===== src/rtl/fifo_pkg.sv =====
// Shared pointer helpers for both sides of the dual-clock FIFO.
package fifo_pkg;

  localparam int MAX_PTR_W = 32;

  function automatic int PTR_W(input int addr_w);
    return addr_w + 1;
  endfunction

  // Callers zero-extend narrower pointers to MAX_PTR_W and cast the result back.
  function automatic logic [MAX_PTR_W-1:0] bin2gray(input logic [MAX_PTR_W-1:0] b);
    return b ^ (b >> 1);
  endfunction

  function automatic logic [MAX_PTR_W-1:0] gray2bin(input logic [MAX_PTR_W-1:0] g);
    logic [MAX_PTR_W-1:0] b;
    b[MAX_PTR_W-1] = g[MAX_PTR_W-1];
    for (int i = MAX_PTR_W - 2; i >= 0; i--) begin
      b[i] = b[i+1] ^ g[i];
    end
    return b;
  endfunction

endpackage


===== src/rtl/sync_ff_chain.sv =====
// WIDTH x STAGES flop chain for bringing a Gray pointer into the local clock domain.
module sync_ff_chain #(
  parameter int WIDTH  = 4,
  parameter int STAGES = 2
) (
  input  logic             clk,
  input  logic             rst_n,
  input  logic [WIDTH-1:0] d,
  output logic [WIDTH-1:0] q
);

  logic [WIDTH-1:0] sync_p [STAGES];

  always_ff @(posedge clk or negedge rst_n) begin
    if (!rst_n) begin
      for (int i = 0; i < STAGES; i++) sync_p[i] <= '0;
    end else begin
      sync_p[0] <= d;
      for (int i = 1; i < STAGES; i++) sync_p[i] <= sync_p[i-1];
    end
  end

  assign q = sync_p[STAGES-1];

endmodule


===== src/rtl/fifo_write_ptr_ctrl.sv =====
// Write-domain pointer, occupancy and flag controller for the dual-clock FIFO.
// Optional almost-full logic is built only when FIFO_WR_ALMOST_FULL_EN is defined.
module fifo_write_ptr_ctrl
  import fifo_pkg::*;
#(
  parameter int ADDR_W      = 3,
  parameter int SYNC_STAGES = 2,
  parameter int AF_THRESH   = 6
) (
  input  logic              write_clk,
  input  logic              write_rst,
  input  logic              write_enable,
  input  logic [ADDR_W:0]   read_addr_gray,
  input  logic              overflow_clr,
  output logic [ADDR_W-1:0] write_addr,
  output logic [ADDR_W:0]   write_addr_gray,
  output logic              write_enable_1,
  output logic              full,
  output logic              almost_full,
  output logic [ADDR_W:0]   write_level,
  output logic              overflow
);

  localparam int PW = PTR_W(ADDR_W);

  if (SYNC_STAGES < 2 || AF_THRESH < 1 || AF_THRESH > (1 << ADDR_W)) begin : g_param_err
    $error("fifo_write_ptr_ctrl: illegal SYNC_STAGES or AF_THRESH");
  end

  logic [PW-1:0] wbin;
  logic [PW-1:0] wbin_next;
  logic [PW-1:0] rgray_sync;
  logic [PW-1:0] rbin;
  logic [PW-1:0] level_next;
  logic          accept;
  logic          full_next;

  sync_ff_chain #(
    .WIDTH  (PW),
    .STAGES (SYNC_STAGES)
  ) u_rptr_sync (
    .clk   (write_clk),
    .rst_n (write_rst),
    .d     (read_addr_gray),
    .q     (rgray_sync)
  );

  assign accept         = write_enable & ~full;
  assign write_enable_1 = accept;
  assign wbin_next      = wbin + PW'(accept);
  assign rbin           = PW'(gray2bin(MAX_PTR_W'(rgray_sync)));
  assign level_next     = wbin_next - rbin;
  assign full_next      = (wbin_next[PW-1] != rbin[PW-1]) &&
                          (wbin_next[ADDR_W-1:0] == rbin[ADDR_W-1:0]);
  assign write_addr     = wbin[ADDR_W-1:0];

  // Flags are re-evaluated every edge so read-side progress is seen without a write.
  always_ff @(posedge write_clk or negedge write_rst) begin
    if (!write_rst) begin
      wbin            <= '0;
      write_addr_gray <= '0;
      full            <= 1'b0;
      write_level     <= '0;
      overflow        <= 1'b0;
    end else begin
      wbin            <= wbin_next;
      write_addr_gray <= PW'(bin2gray(MAX_PTR_W'(wbin_next)));
      full            <= full_next;
      write_level     <= level_next;
      if (write_enable && full) overflow <= 1'b1;
      else if (overflow_clr)    overflow <= 1'b0;
    end
  end

`ifdef FIFO_WR_ALMOST_FULL_EN
  localparam logic [PW-1:0] AF_T = PW'(AF_THRESH);

  logic af_q;

  always_ff @(posedge write_clk or negedge write_rst) begin
    if (!write_rst) af_q <= 1'b0;
    else            af_q <= (level_next >= AF_T);
  end

  assign almost_full = af_q;
`else
  assign almost_full = 1'b0;
`endif

endmodule


===== config.mk =====
export PLATFORM = sky130hd
export DESIGN_NAME = fifo_write_ptr_ctrl
export DESIGN_NICKNAME = d
export VERILOG_FILES = /design/src/rtl/fifo_pkg.sv /design/src/rtl/sync_ff_chain.sv /design/src/rtl/fifo_write_ptr_ctrl.sv
export SDC_FILE = /design/constraint.sdc
export NUM_CORES = 1
export LEC_CHECK = 0
export CORE_ASPECT_RATIO = 0.8
export CORE_MARGIN = 10
export CORE_UTILIZATION = 49
export DETAILED_ROUTE_END_ITERATION = 8
export PLACE_DENSITY = 0.85
export SETUP_SLACK_MARGIN = 0.4
export SLEW_MARGIN = 20
export SYNTH_ARGS = -nofsm -noshare
export SYNTH_HDL_FRONTEND = slang
export SYNTH_SLANG_ARGS = --single-unit

===== constraint.sdc =====
create_clock -name write_clk -period 2.7 [get_ports write_clk]
set_input_delay 0.54 -clock write_clk [delete_from_list [all_inputs] [get_ports write_clk]]
set_output_delay 0.54 -clock write_clk [all_outputs]
set_load 0.05 [all_outputs]

==> results.cfg <==
[final_layout]
layout.filler_cells = 126
most-common-layout-cells = clkdlybuf4s50_1 (20), dfrtp_1 (20), xnor2_1 (9), inv_1 (5), nand2_1 (5)
stdcell_area_um2 = 1126
synthToLayoutAreaGrowth_pct = 32.74
final_stage_net_count = 100
insertedDiodeCount = 0
post_route_cells_drive_above_1_share_pct = 14.94

[clocking]
cts_resized = 0
clock_tree_from_tritoncts = yes
cts-root-to-sink-buffers = 2
clkSinkCount = 21
cts_made_buffers = 3
cts_root_buf = clkbuf_4
clkSlewWorstSetupHoldPaths_ps = 110
cts_hold_repair.buffers = 0
post-cts-setup-buffer-count = 0
h-tree-depth = 1
worst_skew_pair.late_latency_ps = 300

[job]
maxCapViolations = 0

[drt]
drc_violation_total_after_the_first_tritonroute_iteration = 12
routed-via-count = 515
detailroute.wirelength.met2_um = 612
highest_metal_layer_with_signal_wires = met4
ant_nets = 0
detailed_routing_iterations_pass_1 = 2
residual_drc = 0
routed_length_per_instance_um = 12.82
detailroute.wirelength.met3_um = 160
route.layer.met1.wl_um = 601
postRouteWirelength_um = 1397
routed_via_density = 4.725

[grt]
grt_pass1_wl_um = 2339
global_route.overflow_total = 0
global_route.usage.total_pct = 7.924
grt_pass1_vias = 542
pin_count_of_the_biggest_net_entering_global_routing = 22
antenna_found_initial = 0

[synth]
async_reset_ff_share_pct = 100.0
synth-compound-area-share_pct = 2.950
synth-warning-count = 0
synth_enable_flop_cells = 0
largest_family_of_logic_cells_by_synthesized_area = XOR/XNOR gates
post_synthesis_sequential_element_count = 21
post_synth_xor_area_fraction_pct = 16.22
fraction_of_the_yosys_area_taken_by_sequential_cells_pct = 61.95
synthDistinctLibCells = 20
post_synth_fa_ha_maj_area_fraction_pct = 7.227
synth.mux.area_fraction_pct = 2.507
synthesis.nets = 75
syn-cell-area_um2 = 848.3
synth_area_per_cell_um2 = 13.47
ys.flop_type = dfrtp_1
syn-instance-count = 63
yosys.area_share.simple_pct = 5.015

[setup_path]
worst-setup-path-type = in -> reg
cp-end-kind = flip-flop
critical_path_peak_fanout = 3
critical_path_required_ps = 2930
setup.worst_path.start_class = primary input
critical_path.max_stage_delay_ps = 420
slowest_stage = clkdlybuf4s50_1
crit_path_cell_trace = clkdlybuf4s50_1, nor2b_4, ha_1, inv_1, ha_1, nor2b_1, maj3_2, a21oi_2, xnor2_1
critical_path_arrival_ps = 2350
cpLargestDelayFamily = adder cells
cp_num_buf_inv = 2
most_used_cell_cp = ha_1

[placement]
area_of_placed_instances_um2 = 1087
dp_hpwl_um = 1097
placement.io_buffers = 21
gp_routability_congestion = 0.7239

[floorplan]
die_width_um = 66.52
floorplan.initialDensity_pct = 52.15
floorplan.core_area_um2 = 1627
ioPinCount = 23
num_rows = 13
fp.dieH_um = 57.22
dieArea_um2 = 3806

[sta]
rsz0062_at_grt = no
finalSetupTns_ps = 0
timing.max_slew.rel_slack_pct = 66.26
final_setup_skew_ps = 4.939
setup_viol = 0
final_period_minus_worst_setup_slack_ps = 2119
fmax_mhz = 472.0
final-max-slew-violation-count = 0
tightest_pin_transition_ps = 504.5
finalHoldViolations = 0
final_min_period_over_clock_period_pct = 78.47

[min_path]
hold_class = reg -> reg

[run_status]
outcome = finished clean
## per-stage QoR
step / worst slack (ps) / hold slack, ps / instances / util, %
finish: 581.4 / 358.2 / 109 / 69.23
global route: 461.4 / 368.7 / 109 / 69.23
CTS: 461.1 / 363.3 / 109 / 68.46
detailed placement: 146.5 / 338.1 / 105 / 66.85
global placement: 199.6 / 333.6 / 105 / 66.85
floorplan: 458.2 / 244.4 / 63 / -
## final timing paths
| kind | from | end | slack, ps | cells after the start |
|---|---|---|---|---|
| max | write_enable | write_level[3] | 580 | 9 |
| min | u_rptr_sync.sync_p[4] | u_rptr_sync.q[0] | 360 | 0 |
| max reg2reg | u_rptr_sync.q[3] | write_level[3] | 710 | 8 |
| min reg2reg | u_rptr_sync.sync_p[4] | u_rptr_sync.q[0] | 360 | 0 |
| max in group asynchronous | write_rst | full | 1920 | 2 |
| min in group asynchronous | write_rst | overflow | 560 | 2 |
## state kept, by name (all words and copies together), names as in the netlist
name,flops
write_addr_gray,3
u_rptr_sync.q,4
u_rptr_sync.sync_p,4
full,1
overflow,1
wbin,4
write_level,4
## routing by layer
metal | GRT usage [%] | vias to the layer above
li1 | - | 243
met1 | 8.955 | 246
met2 | 11.46 | 23
met3 | 4.483 | 3
met4 | 4.478 | 0
met5 | 0 | -
## cells in the mapped netlist, types with 2 or more instances
master	instances	area, um2
dfrtp_1	21	525.5
xor2_1	3	26.28
o21ai_0	2	10.01
nand2_1	5	18.77
nor2b_1	2	12.51
inv_1	5	18.77
ha_1	4	50.05
xnor2_1	9	78.83
## final cells by class
cell class | count | area [um2] | area share, %
Sequential cell | 21 | 526.8 | 46.78
Multi-Input combinational cell | 35 | 311.5 | 27.67
Timing Repair Buffer | 22 | 215.2 | 19.11
Tap cell | 22 | 27.53 | 2.444
Clock buffer | 4 | 26.28 | 2.333
Inverter | 5 | 18.77 | 1.667
## cell families (layout without fill, tap and decap cells)
| group | after synthesis | in the layout |
|---|---|---|
| DFF | 21 | 21 |
| xor gates and xnor gates | 14 | 14 |
| and+or+nand+nor | 9 | 9 |
| buffers and inverters | 7 | 31 |
| adders and majority gates | 5 | 5 |
| AOI/OAI and AO/OA | 4 | 4 |
| muxes | 2 | 2 |
| other | 1 | 1 |
## worst reg2reg max path, stage by stage (launching register included)
cell	delay, ps
dfrtp_1	430
xor2_2	300
xnor2_1	220
xnor2_1	100
ha_1	190
nor2b_1	130
maj3_2	310
a21oi_2	120
xnor2_1	120
Power is left out: the tool's default activity adds up to more than one toggle a clock period on the data nets, which glitch-free logic cannot reach.
